$ cat src/rtl/fpaddsub_norm_sequencer.sv
// Multi-cycle normalizer for the FP add/sub mantissa sum: left-shifts in 16/8/4/2/1 steps
// until the MSB is set, tracking exponent and total shift, with valid/ready on both sides.
module fpaddsub_norm_sequencer #(
   parameter int MW = 26,
   parameter int EW = 8,
   parameter int SW = 5
) (
   input  logic          clk,
   input  logic          rst,
   input  logic          in_valid,
   output logic          in_ready,
   input  logic [MW-1:0] in_sum,
   input  logic [EW-1:0] in_exp,
   input  logic          in_sign,
   output logic          out_valid,
   input  logic          out_ready,
   output logic [MW-1:0] out_mant,
   output logic [EW-1:0] out_exp,
   output logic          out_sign,
   output logic [SW-1:0] out_shift,
   output logic          out_zero,
   output logic          out_uflow,
   output logic [1:0]    dbg_state
);

   // Handshakes: a transfer happens on a rising edge where valid && ready are both high.
   // in_ready is high only in IDLE; out_valid, once raised, holds with stable data until
   // out_ready is seen, and no input is taken on the edge of the output transfer.

   typedef enum logic [1:0] {
      S_IDLE  = 2'd0,
      S_SHIFT = 2'd1,
      S_DONE  = 2'd2
   } state_t;

   state_t        state_q, state_d;
   logic [MW-1:0] mant_q, mant_d;
   logic [EW-1:0] exp_q, exp_d;
   logic [SW-1:0] shift_q, shift_d;
   logic          sign_q, sign_d;
   logic          zero_q, zero_d;
   logic          uflow_q, uflow_d;
   logic          valid_q, valid_d;

   logic [4:0]    step;
   logic [SW:0]   shift_sum;

   // Largest step that keeps the top bits zero and leaves the exponent at 1 or more.
   always_comb begin
      step = 5'd0;
      if (mant_q[MW-1 -: 16] == '0 && exp_q > EW'(16))
         step = 5'd16;
      else if (mant_q[MW-1 -: 8] == '0 && exp_q > EW'(8))
         step = 5'd8;
      else if (mant_q[MW-1 -: 4] == '0 && exp_q > EW'(4))
         step = 5'd4;
      else if (mant_q[MW-1 -: 2] == '0 && exp_q > EW'(2))
         step = 5'd2;
      else if (mant_q[MW-1] == 1'b0 && exp_q > EW'(1))
         step = 5'd1;
   end

   assign shift_sum = {1'b0, shift_q} + (SW+1)'(step);

   always_comb begin
      state_d = state_q;
      mant_d  = mant_q;
      exp_d   = exp_q;
      shift_d = shift_q;
      sign_d  = sign_q;
      zero_d  = zero_q;
      uflow_d = uflow_q;
      valid_d = valid_q;
      case (state_q)
         S_IDLE: begin
            if (in_valid) begin
               mant_d  = in_sum;
               exp_d   = in_exp;
               sign_d  = in_sign;
               shift_d = '0;
               zero_d  = 1'b0;
               uflow_d = 1'b0;
               state_d = S_SHIFT;
            end
         end
         S_SHIFT: begin
            if (mant_q == '0) begin
               zero_d  = 1'b1;
               exp_d   = '0;
               shift_d = SW'(MW);
               state_d = S_DONE;
            end else if (mant_q[MW-1]) begin
               state_d = S_DONE;
            end else if (step != 5'd0) begin
               mant_d  = mant_q << step;
               exp_d   = exp_q - EW'(step);
               shift_d = (shift_sum > (SW+1)'(MW)) ? SW'(MW) : shift_sum[SW-1:0];
            end else begin
               uflow_d = 1'b1;
               state_d = S_DONE;
            end
         end
         S_DONE: begin
            if (!valid_q) begin
               valid_d = 1'b1;
            end else if (out_ready) begin
               valid_d = 1'b0;
               state_d = S_IDLE;
            end
         end
         default: begin
            state_d = S_IDLE;
            valid_d = 1'b0;
         end
      endcase
   end

   always_ff @(posedge clk) begin
      if (!rst) begin
         state_q <= S_IDLE;
         mant_q  <= '0;
         exp_q   <= '0;
         shift_q <= '0;
         sign_q  <= 1'b0;
         zero_q  <= 1'b0;
         uflow_q <= 1'b0;
         valid_q <= 1'b0;
      end else begin
         state_q <= state_d;
         mant_q  <= mant_d;
         exp_q   <= exp_d;
         shift_q <= shift_d;
         sign_q  <= sign_d;
         zero_q  <= zero_d;
         uflow_q <= uflow_d;
         valid_q <= valid_d;
      end
   end

   assign in_ready  = (state_q == S_IDLE);
   assign out_valid = valid_q;
   assign out_mant  = mant_q;
   assign out_exp   = exp_q;
   assign out_sign  = sign_q;
   assign out_shift = shift_q;
   assign out_zero  = zero_q;
   assign out_uflow = uflow_q;
   assign dbg_state = state_q;

endmodule

$ cat config.mk
export PLATFORM = sky130hd
export DESIGN_NAME = fpaddsub_norm_sequencer
export DESIGN_NICKNAME = d
export VERILOG_FILES = /design/src/rtl/fpaddsub_norm_sequencer.sv
export SDC_FILE = /design/constraint.sdc
export NUM_CORES = 1
export LEC_CHECK = 0
export ABC_CLOCK_PERIOD_IN_PS = 3200
export CAP_MARGIN = 20
export CORE_MARGIN = 4
export CORE_UTILIZATION = 30
export CTS_CLUSTER_SIZE = 10
export DETAILED_ROUTE_END_ITERATION = 10
export SETUP_SLACK_MARGIN = 0.05
export SLEW_MARGIN = 20
export SYNTH_ARGS = -nofsm -noshare
export SYNTH_HDL_FRONTEND = slang
export SYNTH_SLANG_ARGS = --single-unit
$ cat constraint.sdc
create_clock -name clk -period 3.2 [get_ports clk]
set_input_delay 0.64 -clock clk [delete_from_list [all_inputs] [get_ports clk]]
set_output_delay 0.64 -clock clk [all_outputs]
set_load 0.02 [all_outputs]
==> flow_metrics.tcl <==
set metrics [dict create \
    portBuffers 84 \
    grt_pass1_vias 4165 \
    antenna_found_initial 0 \
    yosys.area_share.simple 0.171 \
    core_area_mm2 0.0115 \
    overflow 0 \
    clock_sinks 45 \
    postSynthNetCount 493 \
    setup-violations-final 0 \
    ant_nets 0 \
    cts_max_level 2 \
    vias 4012 \
    cts_tree "built" \
    clock_path_buffers 2 \
    num_antenna_cells 0 \
    drive_gt1_frac 0.163 \
    final.fill_count 1121 \
    ir_drop_mv 0.672 \
    finalCritPeriodShare 0.962 \
    mappedNetlistArea_mm2 0.00352 \
    syn-mean-instance-area_um2 7.96 \
    synth_seq_cells 45 \
    cp-startpoint "out_exp[4]$_SDFFE_PN0P_" \
    cp-start-kind "flop" \
    synth.area.top_cells "dfxtp_1 (26%), mux2i_1 (8.8%), a21oi_1 (5.4%), a221oi_1 (4.2%), ha_1 (3.6%)" \
    drt-total-wl_um 13400 \
    path_class "flop to flop" \
    synth.top_cell.area_share 0.256 \
    place_congestion 0.929 \
    ys_seq_area_frac 0.256 \
    hold_violations 0 \
    post-dp-hpwl_um 9990 \
    ys_warn_count 0 \
    synth_top_family_by_area "compound AO/OA/AOI/OAI gates" \
    drc 0 \
    synth_compound_area_frac 0.359 \
    start_util 0.307 \
    hp-class "flop to flop" \
    syn-instance-count 442 \
    drt_iter0_drc 352 \
    fmax_mhz 325 \
    synth_edf_count 0 \
    synth_xor_area_frac 0.0124 \
    yosysMostFrequentCell "dfxtp_1" \
    leakagePower_nw 2.07 \
    pin_count 85 \
    synth_flop_cell "dfxtp_1" \
    first_pass_iters 4 \
    avgRoutedWirePerCell_um 19.3 \
    clk_latency_ns 0.29 \
    final_area_mm2 0.00508 \
    muxShareOfSynthArea 0.102 \
    syn2layout_area_growth_pct 44.3 \
    arrival_ns 3.30 \
    r2r-start "out_exp[4]$_SDFFE_PN0P_" \
    cts_inserted_buffers 5 \
    die_h_um 116 \
    status "completed" \
    grt_max_degree 46 \
    critPathCaptureType "flop" \
    die_w_um 116 \
    fin_skew_ns 0.00517 \
    slew_headroom 0.599 \
    regArea_um2 908 \
    slew_viol_final 0 \
    power_density_mw_per_mm2 1300 \
    clk_pin_slew_worst_paths_ns 0.07 \
    grt_usage 0.197 \
    crit_fanout 6 \
    grt_pass1_wl_um 21300 \
    ys_top_cells_by_count "dfxtp_1 (45), a21oi_1 (38), nor2_1 (33)" \
    cts_hold_buf 0 \
    synth_cell_type_count 64 \
    die_area_mm2 0.0135 \
    layout.nets 603 \
    synth-adder-area-share 0.0469 \
    root_buffer "clkbuf_16" \
    layout_setup_ws_ns 0.123 \
    min-delay-start "out_sign$_SDFFE_PN0P_" \
    place_area_mm2 0.00476 \
    synthArstFlopShare 0 \
    viasPerCell 5.76 \
    worstPathRequired_ns 3.42 \
    rows 39 \
    place_ws_ns 0.0500 \
    multi_input_area_mm2 0.00253 \
    yosysTopAreaCell "dfxtp_1" \
    worstMarginPinSlew_ns 0.585 \
    post-route-min-period_ns 3.08 \
    setup_tns_ns 0 \
    drv_cap 0 \
    rsz0062_at_grt "yes" \
]
==> critical path, stage by stage (launching register included) <==
cell      delay (ns)
dfxtp_2         0.36
or4_4           0.53
buf_6           0.15
o31ai_4         0.19
and2_4          0.22
inv_6           0.04
fa_2            0.38
inv_2           0.07
a21oi_2         0.05
o21bai_2        0.15
xnor2_2         0.10
nor4_2          0.25
nor3_2          0.10
a311o_1         0.27
a21boi_1        0.14
==> layer usage <==
metal | wire, um | global-route usage
met2 | 6140 | 0.313
met4 | 465 | 0.0858
met1 | 5970 | 0.259
met3 | 852 | 0.0394
met5 | 0 | 0
==> sequential cells by signal, summed over array words and instances (netlist names) <==
register	count
out_shift	5
dbg_state	2
out_mant	26
out_zero	1
out_exp	8
out_valid	1
out_uflow	1
out_sign	1
==> per-stage QoR <==
stage | power, mW | hold slack (ns) | util | std cells
detailed placement | 5.71 | 0.468 | 0.415 | 680
global route | 7.08 | 0.501 | 0.443 | 696
CTS | 6.45 | 0.478 | 0.438 | 696
floorplan | 4.09 | 0.541 | - | 442
global placement | 5.68 | 0.454 | 0.415 | 680
finish | 6.61 | 0.476 | 0.443 | 696
==> cells in the final DEF (no fill, tap or decap), drive strengths merged, types with 4 or more instances in the layout <==
| cell | n |
|---|---|
| clkbuf | 6 |
| nor3 | 14 |
| a221oi | 17 |
| inv | 15 |
| o211a | 11 |
| nand3 | 4 |
| nor4 | 9 |
| mux2i | 31 |
| xnor2 | 4 |
| o21ai | 34 |
| a22oi | 8 |
| o211ai | 6 |
| ha | 10 |
| buf | 48 |
| clkdlybuf4s50 | 84 |
| a2bb2oi | 4 |
| a211oi | 9 |
| nor3b | 4 |
| dfxtp | 45 |
| a21oi | 38 |
| mux2 | 4 |
| nor2b | 11 |
| a21boi | 9 |
| nor2 | 33 |
| a31oi | 8 |
| nand2 | 32 |
==> layout make-up <==
cell class	count	share of cell area
Timing Repair Buffer	132	0.241
Multi-Input combinational cell	352	0.499
Tap cell	143	0.0352
Sequential cell	45	0.179
Inverter	16	0.0128
Clock buffer	6	0.0296
Clock inverter	2	0.00320
==> cell families after synthesis <==
| logic type | Yosys count |
|---|---|
| compound gates | 178 |
| xor+xnor | 5 |
| fa+ha+maj | 12 |
| buf+inv | 45 |
| flops | 45 |
| mux | 35 |
| simple gates | 122 |
==> worst paths after layout <==
| check | endpoint | slack (ns) | cells past startpoint |
|---|---|---|---|
| setup reg to reg | out_shift[1]$_SDFFE_PN0P_ | 0.12 | 14 |
| setup / recovery | out_shift[1]$_SDFFE_PN0P_ | 0.12 | 14 |
| hold / removal | out_sign$_SDFFE_PN0P_ | 0.48 | 2 |
| hold reg to reg | out_sign$_SDFFE_PN0P_ | 0.48 | 2 |
==> what timing repair did <==
item | in CTS | in global routing
gates resized for setup | 8 | 12
setup endpoints to repair | 3 | 11
buffers inserted | 8 | 0
pin swaps | 8 | 3
endpoints found under the hold margin | 0 | 0
==> power breakdown <==
part / total [mW] / switching [mW] / internal [mW]
registers: 1.05 / 0.288 / 0.758
logic: 4.98 / 2.82 / 2.16
clock network: 0.582 / 0.243 / 0.339
total: 6.61 / 3.36 / 3.25
Note: power is estimated with default switching activity, not from simulation.
